### src/rtl/mdc_r2_stage.sv
// mdc_r2_stage -- one radix-2 multi-path delay commutator stage of a streaming
// FFT pipeline. Chain instances with DELAY = N/4, N/8, ..., 1.
//
// Datapath, in order: a lower-path input delay line (DELAY deep), a commutator
// driven by an internal modulo-2*DELAY counter, an upper-path delay line
// (DELAY deep), and a butterfly with either floor scaling or saturation. There
// is no twiddle multiply here.
//
// Parameters
//   WIDTH  signed width of every real/imag data port
//   DELAY  commutator distance in samples (power of two, >= 1)
//   SCALE  1: butterfly result >>> 1 (floor); 0: result saturated to WIDTH
//
// Ports
//   clk                    rising-edge clock
//   rst                    synchronous active-high reset
//   in_valid               input pair present this cycle
//   flush                  advance with zero data (drain)
//   bypass                 butterfly passes its inputs through unchanged
//   in_up_re / in_up_im    upper path input
//   in_lo_re / in_lo_im    lower path input
//   out_valid              output pair valid
//   out_up_re / out_up_im  butterfly sum output
//   out_lo_re / out_lo_im  butterfly difference output
//   ovf                    saturation occurred on this output sample
module mdc_r2_stage #(
  parameter int WIDTH = 9,
  parameter int DELAY = 1,
  parameter int SCALE = 0
) (
  input  logic                    clk,
  input  logic                    rst,
  input  logic                    in_valid,
  input  logic                    flush,
  input  logic                    bypass,
  input  logic signed [WIDTH-1:0] in_up_re,
  input  logic signed [WIDTH-1:0] in_up_im,
  input  logic signed [WIDTH-1:0] in_lo_re,
  input  logic signed [WIDTH-1:0] in_lo_im,
  output logic                    out_valid,
  output logic signed [WIDTH-1:0] out_up_re,
  output logic signed [WIDTH-1:0] out_up_im,
  output logic signed [WIDTH-1:0] out_lo_re,
  output logic signed [WIDTH-1:0] out_lo_im,
  output logic                    ovf
);

  localparam int CW  = $clog2(2 * DELAY);
  localparam int EW  = 2 * WIDTH;          // one complex sample {im, re}
  localparam int LW  = DELAY * EW;         // one delay line
  localparam logic [CW-1:0] PRIME_AT = CW'(DELAY - 1);

  logic [CW-1:0]  r_cnt;
  logic           r_primed;
  logic [LW-1:0]  r_lo_dl;
  logic [LW-1:0]  r_up_dl;

  logic           w_adv;
  logic           w_sel;
  logic [EW-1:0]  w_x;
  logic [EW-1:0]  w_xl;
  logic [EW-1:0]  w_y;
  logic [EW-1:0]  w_u;
  logic [EW-1:0]  w_l;
  logic [EW-1:0]  w_ud;

  logic [WIDTH:0] w_s_re;
  logic [WIDTH:0] w_s_im;
  logic [WIDTH:0] w_d_re;
  logic [WIDTH:0] w_d_im;
  logic [WIDTH:0] w_sat_s_re;
  logic [WIDTH:0] w_sat_s_im;
  logic [WIDTH:0] w_sat_d_re;
  logic [WIDTH:0] w_sat_d_im;

  logic [WIDTH-1:0] w_nxt_up_re;
  logic [WIDTH-1:0] w_nxt_up_im;
  logic [WIDTH-1:0] w_nxt_lo_re;
  logic [WIDTH-1:0] w_nxt_lo_im;
  logic             w_nxt_ovf;

  function automatic logic [WIDTH:0] sext(input logic [WIDTH-1:0] v);
    return {v[WIDTH-1], v};
  endfunction

  // Returns {clipped, value}. Overflow at WIDTH+1 shows as the top two bits
  // disagreeing; the top bit then gives the direction of the clip.
  function automatic logic [WIDTH:0] sat(input logic [WIDTH:0] v);
    logic [WIDTH:0] r;
    if (v[WIDTH] == v[WIDTH-1])
      r = {1'b0, v[WIDTH-1:0]};
    else if (v[WIDTH])
      r = {1'b1, 1'b1, {(WIDTH-1){1'b0}}};
    else
      r = {1'b1, 1'b0, {(WIDTH-1){1'b1}}};
    return r;
  endfunction

  assign w_adv = in_valid | flush;
  // 2*DELAY is a power of two, so the counter wraps by itself and
  // (c >= DELAY) is just its top bit.
  assign w_sel = r_cnt[CW-1];

  assign w_x  = flush ? '0 : {in_up_im, in_up_re};
  assign w_xl = flush ? '0 : {in_lo_im, in_lo_re};

  // Delay lines shift in at the bottom; the oldest sample sits at the top.
  assign w_y  = r_lo_dl[LW-1 -: EW];
  assign w_u  = w_sel ? w_y : w_x;
  assign w_l  = w_sel ? w_x : w_y;
  assign w_ud = r_up_dl[LW-1 -: EW];

  assign w_s_re = sext(w_ud[WIDTH-1:0])  + sext(w_l[WIDTH-1:0]);
  assign w_s_im = sext(w_ud[EW-1:WIDTH]) + sext(w_l[EW-1:WIDTH]);
  assign w_d_re = sext(w_ud[WIDTH-1:0])  - sext(w_l[WIDTH-1:0]);
  assign w_d_im = sext(w_ud[EW-1:WIDTH]) - sext(w_l[EW-1:WIDTH]);

  assign w_sat_s_re = sat(w_s_re);
  assign w_sat_s_im = sat(w_s_im);
  assign w_sat_d_re = sat(w_d_re);
  assign w_sat_d_im = sat(w_d_im);

  always_comb begin
    w_nxt_up_re = w_ud[WIDTH-1:0];
    w_nxt_up_im = w_ud[EW-1:WIDTH];
    w_nxt_lo_re = w_l[WIDTH-1:0];
    w_nxt_lo_im = w_l[EW-1:WIDTH];
    w_nxt_ovf   = 1'b0;
    if (!bypass) begin
      if (SCALE != 0) begin
        w_nxt_up_re = w_s_re[WIDTH:1];
        w_nxt_up_im = w_s_im[WIDTH:1];
        w_nxt_lo_re = w_d_re[WIDTH:1];
        w_nxt_lo_im = w_d_im[WIDTH:1];
      end else begin
        w_nxt_up_re = w_sat_s_re[WIDTH-1:0];
        w_nxt_up_im = w_sat_s_im[WIDTH-1:0];
        w_nxt_lo_re = w_sat_d_re[WIDTH-1:0];
        w_nxt_lo_im = w_sat_d_im[WIDTH-1:0];
        w_nxt_ovf   = w_sat_s_re[WIDTH] | w_sat_s_im[WIDTH] |
                      w_sat_d_re[WIDTH] | w_sat_d_im[WIDTH];
      end
    end
  end

  always_ff @(posedge clk) begin
    if (rst) begin
      r_cnt     <= '0;
      r_primed  <= 1'b0;
      r_lo_dl   <= '0;
      r_up_dl   <= '0;
      out_valid <= 1'b0;
      out_up_re <= '0;
      out_up_im <= '0;
      out_lo_re <= '0;
      out_lo_im <= '0;
      ovf       <= 1'b0;
    end else begin
      // out_valid drops on any stall cycle; the data outputs keep their value.
      out_valid <= w_adv & r_primed;
      if (w_adv) begin
        r_cnt <= r_cnt + 1'b1;
        if (r_cnt == PRIME_AT)
          r_primed <= 1'b1;
        r_lo_dl   <= (r_lo_dl << EW) | LW'(w_xl);
        r_up_dl   <= (r_up_dl << EW) | LW'(w_u);
        out_up_re <= w_nxt_up_re;
        out_up_im <= w_nxt_up_im;
        out_lo_re <= w_nxt_lo_re;
        out_lo_im <= w_nxt_lo_im;
        ovf       <= w_nxt_ovf;
      end
    end
  end

endmodule

### config.mk
export PLATFORM = sky130hd
export DESIGN_NAME = mdc_r2_stage
export DESIGN_NICKNAME = d
export VERILOG_FILES = /design/src/rtl/mdc_r2_stage.sv
export SDC_FILE = /design/constraint.sdc
export NUM_CORES = 1
export LEC_CHECK = 0
export ABC_AREA = 0
export CORE_MARGIN = 4
export CORE_UTILIZATION = 40
export CTS_BUF_LIST = sky130_fd_sc_hd__clkbuf_8
export DETAILED_ROUTE_END_ITERATION = 10
export HOLD_SLACK_MARGIN = 0.02
export SETUP_SLACK_MARGIN = 0.4
export SKIP_LAST_GASP = 1
export SLEW_MARGIN = 10
export SYNTH_ARGS = -nofsm -noshare
export SYNTH_HDL_FRONTEND = slang
export SYNTH_SLANG_ARGS = --single-unit
export TNS_END_PERCENT = 1
### constraint.sdc
create_clock -name clk -period 3.7 [get_ports clk]
set_clock_uncertainty 0.05 [all_clocks]
set_input_delay 0.74 -clock clk [delete_from_list [all_inputs] [get_ports clk]]
set_output_delay 0.74 -clock clk [all_outputs]
set_load 0.02 [all_outputs]
==> results of run 1 <==
==> through the flow <==
step / hold WS [ns] / TNS (ns) / total power, mW / utilization (%)
CTS: 0.405 / 0 / 2.45 / 54.8
detailed placement: 0.395 / -5.30 / 1.87 / 53.2
finish: 0.400 / 0 / 2.49 / 56.4
global route: 0.426 / 0 / 2.63 / 56.4
floorplan: 0.381 / 0 / 1.48 / -
global placement: 0.388 / -3.36 / 1.86 / 53.2
==> registers in the layout (all words and copies together), names as in the netlist, 9 cells and up <==
signal,cells
out_lo_re,9
r_lo_dl,18
out_lo_im,9
out_up_re,9
out_up_im,9
r_up_dl,18
==> area by class of cell <==
class	instances	area (um2)	area share (%)
Clock buffer	11	151	2.03
Clock inverter	4	17.5	0.235
Inverter	47	176	2.36
Multi-Input combinational cell	532	3730	49.9
Sequential cell	76	1520	20.4
Tap cell	176	220	2.95
Timing Repair Buffer	191	1650	22.1
==> routing by layer <==
metal	GRT usage (%)	part of all wire, %
met1	31.5	49
met2	31.8	43
met3	2.87	6.0
met4	6.90	2.1
met5	0	0
==> what timing repair did <==
item / in CTS / in global routing
endpoints found under the setup margin: 33 / 31
pin swaps: 10 / 18
buffers inserted: 0 / 4
gates resized for setup: 10 / 41
gates cloned: 0 / 2
==> kinds of logic after synthesis <==
family	count (synthesis)	synth area share [%]
flip-flops	76	28.1
XOR/XNOR	22	3.70
AO/OA/AOI/OAI	216	25.4
adder cells (fa/ha/maj)	52	12.1
AND/OR/NAND/NOR	219	19.4
buffers and inverters	90	6.96
multiplexers	23	4.28
==> worst reg2reg max path, delay by kind of cell, from the launching register on <==
family          cells  cell delay (ns)
buf+inv             2             0.23
compound gates      5             1.19
simple gates        2             0.25
mux                 1             0.26
flops               1             0.40
fa+ha+maj           2             0.66
==> worst min path at each step <==
| stage | startpoint | to | slack [ns] | depth (start not counted) |
|---|---|---|---|---|
| floorplan | r_primed | out_valid | 0.38 | 1 |
| global placement | out_lo_im[8] | out_lo_im[8] | 0.39 | 2 |
| detailed placement | out_up_re[1] | out_up_re[1] | 0.40 | 2 |
| CTS | out_up_re[1] | out_up_re[1] | 0.41 | 2 |
| global route | out_up_re[0] | out_up_re[0] | 0.43 | 2 |
| finish | out_up_re[1] | out_up_re[1] | 0.40 | 2 |
==> cell usage in the layout, fill, tap and decap left out, types with 6 or more instances in the layout <==
cell type / instances
nor2b_1: 29
nand3b_1: 7
xnor2_1: 17
nand2_1: 36
a21o_1: 7
nor2_1: 89
o22ai_1: 14
mux2i_1: 22
buf_4: 109
nand3_1: 6
nand2b_1: 12
o21ai_2: 8
o21ai_0: 32
clkbuf_8: 11
a211oi_2: 9
clkdlybuf4s50_1: 72
nor3_1: 14
ha_1: 34
maj3_1: 6
inv_1: 49
dfxtp_1: 75
o211ai_1: 8
a211oi_1: 12
a21oi_1: 76
==> power groups by stage <==
stage / Sequential, mW / Combinational (mW) / Clock [mW]
after floorplan: 0.975 / 0.505 / 0
after global placement: 0.935 / 0.923 / 0
after detailed placement: 0.938 / 0.931 / 0
after CTS: 0.920 / 0.939 / 0.593
after global routing: 0.930 / 1.08 / 0.617
final: 0.923 / 0.994 / 0.576
==> results.md, run 1 <==
- Status: finished clean
- Final Non-Filler Cells: 1,037
- Sequential-to-total area share from yosys stat: 28.1%
- P_int: 1.64 mW
- YS warnings: 0
- Slowest stage delay, CP: 0.44 ns
- Synth area leaders: dfxtp_1 (28%), ha_1 (9.7%), a21oi_1 (7.2%)
- Drt drc: 0
- Seq cells post-synth: 76
- Crit path required time: 3.94 ns
- Pwr/cell area: 334 mW/mm2
- Synth-to-layout area growth: 38.1%
- Vias in the first global route: 5,275
- Max Root-Sink Buffers: 2
- CTS tree: yes
- Die ar.: 0.0154 mm2
- Fin crit share: 87.3%
- FF-to-FF Start: r_cnt
- Most numerous cell in the Yosys netlist: nor2_1
- RSZ-0062 raised after global routing: true
- Slowest-stage cell, CP: fa_1
- Synth Flop Type: dfxtp_1
- WP buf/inv: 1
- Post-synth EDFFs: 0
- Top cell type's share of synthesized area: 28.1%
- Placer Congestion: 0.949
- Largest net degree at the start of global routing: 33
- Worst path top cell family by delay: adder cells
- Layout cells sized above 1: 21.7%
- Dpl cell area: 0.00704 mm2
- HPWL Detailed: 13,300 um
- DRT iter0 DRCs: 286
- Switching share of power: 34.3%
- Net Count, Synth: 784
- Antenna Nets Post-Route: 0
- Crit-path cells: clkdlybuf4s50_1 -> nand2_1 -> o21ai_2 -> ha_2 -> fa_1 -> a211oi_2 -> o211ai_1 -> nand3_1 -> nand2_2 -> maj3_1 -> o211a_1 -> nor3_1
- Crit path from: in_up_im[0]
- Initial Util: 40.8%
- CORE AREA: 0.0132 mm2
- R2r setup slk: 0.57 ns
- Fillers: 1,278
- Worst Tran Pin Value: 0.736 ns
- Lkg Pwr: 3.21 nW
- Type of element capturing the critical path: flop
- Pre-CTS worst setup slack: -0.273 ns
- Worst-Skew Late Latency: 0.36 ns
- Root Driver: clkbuf_8
- Placed cells: 1,016
- Final worst slack: 0.468 ns
- Crit. path cell count: 12
- Cell Area, Synth: 0.00541 mm2
- Die Ht: 124 um
- Antenna cells: 0
- Netlist cell types: 68
- Site Rows: 42
- Crit path to: out_up_im[0]
- CTS Buf Count: 9
- Worst slew margin: 51.0%
- Fin area: 0.00747 mm2
- Hold WC Path Type: flop to flop
- Asr flop ratio synth: 0%
- Grt total ovfl: 0
- WS Path Type: input pin to flop
- Net Switching: 855 uW
- Vias per inst: 5.37
- Synth Instances: 698
- Clk slew on worst S/H paths: 0.08 ns
- Wire length per cell: 16.6 um
- Port Buffers: 78
- Reg2Reg Depth: 12
- GRT Total Usage: 21.3%
- Critical R2R Capture: out_up_re[7]
- Die Width: 124 um
- Initial antenna violation count: 0
- First-pass GRT wire length: 27,000 um
- Startpoint types: input pin
- Max Fclk: 0.309 GHz
- Io pins: 79
- Logic pwr share: 39.9%
- Pins over their slew limit: 0
- Min Tclk post-route: 3.23 ns
- Clock share of power: 23.1%
- Mean post-synth cell area: 7.75 um2
- Top cell type by total area after synthesis: dfxtp_1
- IR drop worst, VDD: 0.171 mV
- Sequential Power Share: 37.0%
- Post-CTS Hold Buffers: 0
- # setup viols final: 0
- Total number of vias: 5,573
- Final wirelength: 17,200 um
- DR pass1 iterations: 4
- # clock sinks: 76
- Fin nets: 943
- H-tree levels: 3
- Synth cell count leaders: nor2_1 (90), a21oi_1 (78), dfxtp_1 (76), inv_1 (47), ha_1 (42)
- Final Hold Fails: 0
- CP Max Fanout: 4
- Max-Cap Viols: 0
- CP Data Arrival Time: 3.47 ns
Power figures use the tool's default switching activity.
==> run 2: changes to the inputs <==
CAP_MARGIN = 20   (was default)
CORE_UTILIZATION = 50   (was 40)
GPL_TIMING_DRIVEN = 0   (was default)
PLACE_DENSITY = 0.77   (was default)
==> results.md, run 2 (synthesis gave the netlist of run 1 again) <==
- Status: finished clean (unchanged)
- Lkg Pwr: 2.92 nW (was 3.21 nW)
- Max Root-Sink Buffers: 2 (unchanged)
- Vias in the first global route: 5,188 (was 5,275)
- Fin crit share: 88.6% (was 87.3%)
- # clock sinks: 76 (unchanged)
- Pre-CTS worst setup slack: -0.627 ns (was -0.273 ns)
- Reg2Reg Depth: 12 (unchanged)
- CTS Buf Count: 9 (unchanged)
- Final worst slack: 0.422 ns (was 0.468 ns)
- Vias per inst: 5.90 (was 5.37)
- Grt total ovfl: 0 (unchanged)
- CORE AREA: 0.0104 mm2 (was 0.0132 mm2)
- Site Rows: 37 (was 42)
- Crit path required time: 3.88 ns (was 3.94 ns)
- Type of element capturing the critical path: flop (unchanged)
- Hold WC Path Type: flop to flop (unchanged)
- Wire length per cell: 18.4 um (was 16.6 um)
- WS Path Type: input pin to flop (unchanged)
- Most frequent cells in the layout: nor2_1 (89), dfxtp_1 (75), a21oi_1 (73) (was buf_4 (109), nor2_1 (89), a21oi_1 (76))
- Final wirelength: 17,600 um (was 17,200 um)
- DRT iter0 DRCs: 457 (was 286)
- Antenna cells: 0 (unchanged)
- Initial Util: 51.9% (was 40.8%)
- Port Buffers: 76 (was 78)
- HP Start: out_up_re[1] (unchanged)
- Worst Hold End: out_up_re[1] (unchanged)
- RSZ-0062 raised after global routing: true (unchanged)
- Layout cells sized above 1: 14.9% (was 21.7%)
- Pins over their slew limit: 0 (unchanged)
- DR pass1 iterations: 5 (was 4)
- Die Width: 112 um (was 124 um)
- Fin nets: 901 (was 943)
- Final Hold Fails: 0 (unchanged)
- Worst-Skew Late Latency: 0.35 ns (was 0.36 ns)
- Critical R2R Capture: ovf (was out_up_re[7])
- IR drop worst, VDD: 0.193 mV (was 0.171 mV)
- Multi-input gate area: 0.00378 mm2 (was 0.00373 mm2)
- Min Tclk post-route: 3.28 ns (was 3.23 ns)
- Drt drc: 0 (unchanged)
- # setup viols final: 0 (unchanged)
- Placer Congestion: 0.962 (was 0.949)
- CP Data Arrival Time: 3.46 ns (was 3.47 ns)
- Total number of vias: 5,632 (was 5,573)
- CTS tree: yes (unchanged)
- Max-Cap Viols: 0 (unchanged)
- Io pins: 79 (unchanged)
- Startpoint types: input pin (unchanged)
- Pwr/cell area: 351 mW/mm2 (was 334 mW/mm2)
- Fin Hold WS: 0.402 ns (was 0.400 ns)
- HPWL Detailed: 13,200 um (was 13,300 um)
- CP Max Fanout: 6 (was 4)
- Max Fclk: 0.305 GHz (was 0.309 GHz)
- Clk slew on worst S/H paths: 0.08 ns (about the same)
- First-pass GRT wire length: 26,600 um (was 27,000 um)
- Storage element area: 0.00152 mm2 (unchanged)
- Antenna Nets Post-Route: 0 (unchanged)
- Top Registers: r_lo_dl x18, r_up_dl x18 (unchanged)
- GRT Total Usage: 26.2% (was 21.3%)
- Initial antenna violation count: 0 (unchanged)
- Worst Tran Pin Value: 0.703 ns (was 0.736 ns)
- Root Driver: clkbuf_8 (unchanged)
- Fillers: 893 (was 1,278)
- Hold path depth: 2 (unchanged)
- Die ar.: 0.0125 mm2 (was 0.0154 mm2)
- Largest net degree at the start of global routing: 12 (was 33)
- R2r setup slk: 0.46 ns (was 0.57 ns)
- Synth-to-layout area growth: 30.9% (was 38.1%)
- Die Ht: 112 um (was 124 um)
- FF-to-FF Start: r_cnt (unchanged)
- Post-CTS Hold Buffers: 0 (unchanged)
- Most common cell after layout, fill and taps aside: nor2_1 (was buf_4)
- H-tree levels: 3 (unchanged)
- Worst slew margin: 53.2% (was 51.0%)
[run 2: cell count changes in the layout (fill, tap and decap cells not counted), sizes merged]
cell,delta
buf,-70
clkbuf,+27
bufinv,+1
clkdlybuf4s50,-1
clkinv,-1
dlygate4sd2,+1
inv,+1
[run 2: routing by layer]
| metal | track usage [%] | up-vias | part of all wire, % |
|---|---|---|---|
| met5 | 0 | - | 0 |
| met4 | 7.85 | 0 | 2.0 |
| met3 | 4.47 | 31 | 8.6 |
| met2 | 42.9 | 277 | 46 |
| met1 | 35.6 | 2659 | 43 |
| li1 | - | 2665 | - |
[run 2: critical path: stages]
cell	delay, ns
buf_6	0.10
nor2b_4	0.04
buf_8	0.12
clkbuf_16	0.14
nand2_2	0.07
o21ai_4	0.08
ha_4	0.29
buf_6	0.12
buf_4	0.13
nor2b_4	0.04
or4_4	0.53
o211ai_1	0.31
a211o_1	0.22
nand3_2	0.10
a2111oi_4	0.33
a221oi_2	0.09
[run 2: how the worst max path moves through the flow]
stage,slack [ns],to,from
2_1_floorplan,0.38,ovf,flush
5_1_grt,0.35,ovf,flush
3_3_place_gp,-0.60,out_up_im[7],flush
4_1_cts,0.40,out_up_re[7],flush
6_report,0.42,ovf,flush
3_5_place_dp,-0.63,out_up_im[6],flush
[run 2: metrics by stage]
stage	utilization (%)	setup TNS [ns]	cell area (um2)	total power, mW	cells
after floorplan	-	0	5460	1.48	698
after global placement	61.4	-15.43	6390	1.74	910
after detailed placement	61.4	-16.79	6390	1.75	910
after CTS	65.5	0	6830	2.42	943
after global routing	68.0	0	7080	2.60	955
final	68.0	0	7080	2.49	955
[run 2: final cells by class]
| type | count | area share, % |
|---|---|---|
| multi-input cells | 532 | 53.5 |
| clock inverters | 5 | 0.654 |
| plain buffers | 43 | 3.43 |
| clock buffers | 10 | 1.94 |
| repair buffers | 106 | 14.1 |
| flip-flops and latches | 76 | 21.5 |
| well taps | 136 | 2.40 |
| inverters | 47 | 2.49 |
[run 2: power breakdown]
part / internal (mW) / switching [mW]
registers: 0.875 / 0.0463
logic: 0.430 / 0.511
clock network: 0.318 / 0.307
total: 1.62 / 0.865
[run 2: timing repair]
action                                  in CTS  in global routing
resized for setup                           33                 43
endpoints found under the setup margin      37                 29
buffers inserted                            17                 12
cloned                                       1                  0
pin swaps                                   20                 12
==> run 3: changes to the inputs <==
ABC_CLOCK_PERIOD_IN_PS = 3000   (was default)
CORE_MARGIN = default   (was 4)
clock period = 3 ns   (was 3.7 ns; I/O delays follow)
==> results.md, run 3 (synthesis gave the netlist of run 1 again) <==
- Status: complete, but fails checks (was finished clean)
- Failing checks: setup timing
- Grt total ovfl: 0 (unchanged)
- Root Driver: clkbuf_8 (unchanged)
- GRT Total Usage: 29.9% (was 26.2%)
- Vias in the first global route: 5,235 (was 5,188)
- Port Buffers: 76 (unchanged)
- Slowest stage delay, CP: 0.45 ns (was 0.53 ns)
- Worst-Skew Late Latency: 0.35 ns (about the same)
- Initial Util: 51.9% (unchanged)
- CTS tree: yes (unchanged)
- Worst slew margin: 55.0% (was 53.2%)
- HP Start: out_lo_re[8] (was out_up_re[1])
- WS Path Type: input pin to flop (unchanged)
- Startpoint types: input pin (unchanged)
- Type of element capturing the critical path: flop (unchanged)
- Crit-path cells: buf_2 -> nor2b_4 -> clkbuf_8 -> clkbuf_8 -> nand2_1 -> o21ai_1 -> ha_1 -> nor3_1 -> o211ai_1 -> a22o_1 -> a2111oi_4 -> a221oi_2 (was buf_6 -> nor2b_4 -> buf_8 -> clkbuf_16 -> nand2_2 -> o21ai_4 -> ha_4 -> buf_6 -> buf_4 -> nor2b_4 -> or4_4 -> o211ai_1 -> a211o_1 -> nand3_2 -> a2111oi_4 -> a221oi_2)
- Final Hold Fails: 0 (unchanged)
- # clock sinks: 76 (unchanged)
- Final Total Pwr: 3.01 mW (was 2.49 mW)
- Worst Tran Pin Value: 0.674 ns (was 0.703 ns)
- R2r setup slk: -0.17 ns (was 0.46 ns)
- Final worst slack: -0.169 ns (was 0.422 ns)
- Crit path required time: 3.16 ns (was 3.88 ns)
- CP Data Arrival Time: 3.33 ns (was 3.46 ns)
- Critical R2R Capture: ovf (unchanged)
- First-pass GRT wire length: 26,300 um (was 26,600 um)
- Die ar.: 0.0112 mm2 (was 0.0125 mm2)
- Io pins: 79 (unchanged)
- IR drop worst, VDD: 0.275 mV (was 0.193 mV)
- Max-Cap Viols: 0 (unchanged)
- Site Rows: 37 (unchanged)
- Pins over their slew limit: 0 (unchanged)
- CTS Buf Count: 9 (unchanged)
- Most frequent cells in the layout: nor2_1 (89), dfxtp_1 (75), a21oi_1 (74) (was nor2_1 (89), dfxtp_1 (75), a21oi_1 (73))
- Max Root-Sink Buffers: 2 (unchanged)
- Final Util: 67.5% (was 68.0%)
- H-tree levels: 3 (unchanged)
- Synth-to-layout area growth: 30.0% (was 30.9%)
- # setup viols final: 29 (was 0)
- Slowest-stage cell, CP: nor3_1 (was or4_4)
- Pwr/cell area: 428 mW/mm2 (was 351 mW/mm2)
- Wire length per cell: 17.4 um (was 18.4 um)
- Total number of vias: 5,558 (was 5,632)
- CP dominant cell by count: clkbuf_8
- CP Max Fanout: 8 (was 6)
- Initial antenna violation count: 0 (unchanged)
- Top Registers: r_lo_dl x18, r_up_dl x18 (unchanged)
- HPWL Detailed: 12,600 um (was 13,200 um)
- Antenna Nets Post-Route: 0 (unchanged)
- Antenna cells: 0 (unchanged)
- Reg2Reg Depth: 11 (was 12)
- FF-to-FF Start: r_cnt (unchanged)
- Hold WC Path Type: flop to flop (unchanged)
- Layout cells sized above 1: 13.8% (was 14.9%)
- Die Ht: 106 um (was 112 um)
- Min Tclk post-route: 3.17 ns
- Fin crit share: 106%
- Post-CTS Hold Buffers: 0 (unchanged)
- Hold path depth: 2 (unchanged)
- CORE AREA: 0.0104 mm2 (unchanged)
- Vias per inst: 5.83 (was 5.90)
- Most common cell after layout, fill and taps aside: nor2_1 (unchanged)
- Final wirelength: 16,600 um (was 17,600 um)
- Largest net degree at the start of global routing: 13 (was 12)
- DRT iter0 DRCs: 398 (was 457)
- DR pass1 iterations: 6 (was 5)
- Clk slew on worst S/H paths: 0.08 ns (about the same)
- Worst Hold End: out_lo_re[8] (was out_up_re[1])
- Drt drc: 0 (unchanged)
- Die Width: 106 um (was 112 um)
- Fin nets: 898 (was 901)
- Lkg Pwr: 2.84 nW (was 2.92 nW)
- Max Fclk: 0.316 GHz
- Placer Congestion: 0.959 (was 0.962)
- RSZ-0062 raised after global routing: true (unchanged)
run 3: cell types whose count changed in the layout (fill, tap and decap cells not counted), sizes merged:
cell and change:
clkinvlp +1, clkinv +1, clkdlybuf4s50 +2, inv -1, buf -5, dlymetal6s2s -3
bufinv -1, clkbuf +3, dlygate4sd2 +1
run 3: power breakdown:
group / switching (mW) / internal, mW
combinational: 0.620 / 0.523
clock: 0.391 / 0.340
sequential: 0.0568 / 1.08
total: 1.07 / 1.94
run 3: cell type report:
cell class	instances	area, um2
Buffer	43	244
Clock inverter	5	28.8
Clock buffer	11	151
Inverter	47	176
Timing Repair Buffer	103	1000
Sequential cell	76	1530
Multi-Input combinational cell	532	3730
Fill cell	902	3390
Tap cell	136	170
run 3: metrics by stage:
stage	setup TNS [ns]	hold slack, ns	area, um2	setup WS, ns	std cells
floorplan	-1.38	0.381	5500	-0.148	698
detailed placement	-36.94	0.395	6430	-1.10	910
global placement	-34.12	0.388	6430	-1.04	910
finish	-2.73	0.401	7030	-0.169	953
CTS	-1.08	0.404	7030	-0.0714	953
global route	-7.20	0.423	7030	-0.310	953
run 3: worst max-delay path by stage:
stage	start	to	slack (ns)
after floorplan	flush	ovf	-0.15
after global placement	flush	out_lo_im[6]	-1.04
after detailed placement	flush	out_lo_im[2]	-1.10
after CTS	r_cnt	out_up_re[1]	-0.07
after global routing	r_cnt	ovf	-0.31
final	flush	ovf	-0.17
run 3: layer usage:
| metal | vias to the layer above | global-route usage, % | share of wire (%) |
|---|---|---|---|
| li1 | 2668 | - | - |
| met1 | 2554 | 39.5 | 43 |
| met2 | 301 | 48.8 | 45 |
| met3 | 35 | 5.40 | 9.6 |
| met4 | 0 | 10.7 | 2.2 |
| met5 | - | 0 | 0 |
run 3: what timing repair did:
item	CTS	global route
pin swaps	23	3
buffers inserted	26	0
endpoints found under the setup margin	58	67
gates resized for setup	49	3
gates cloned	1	0
run 3: critical path: cells and delay by family:
family,cells,cell delay (ns)
compound gates,5,1.29
simple gates,3,0.61
buf+inv,3,0.47
fa+ha+maj,1,0.35
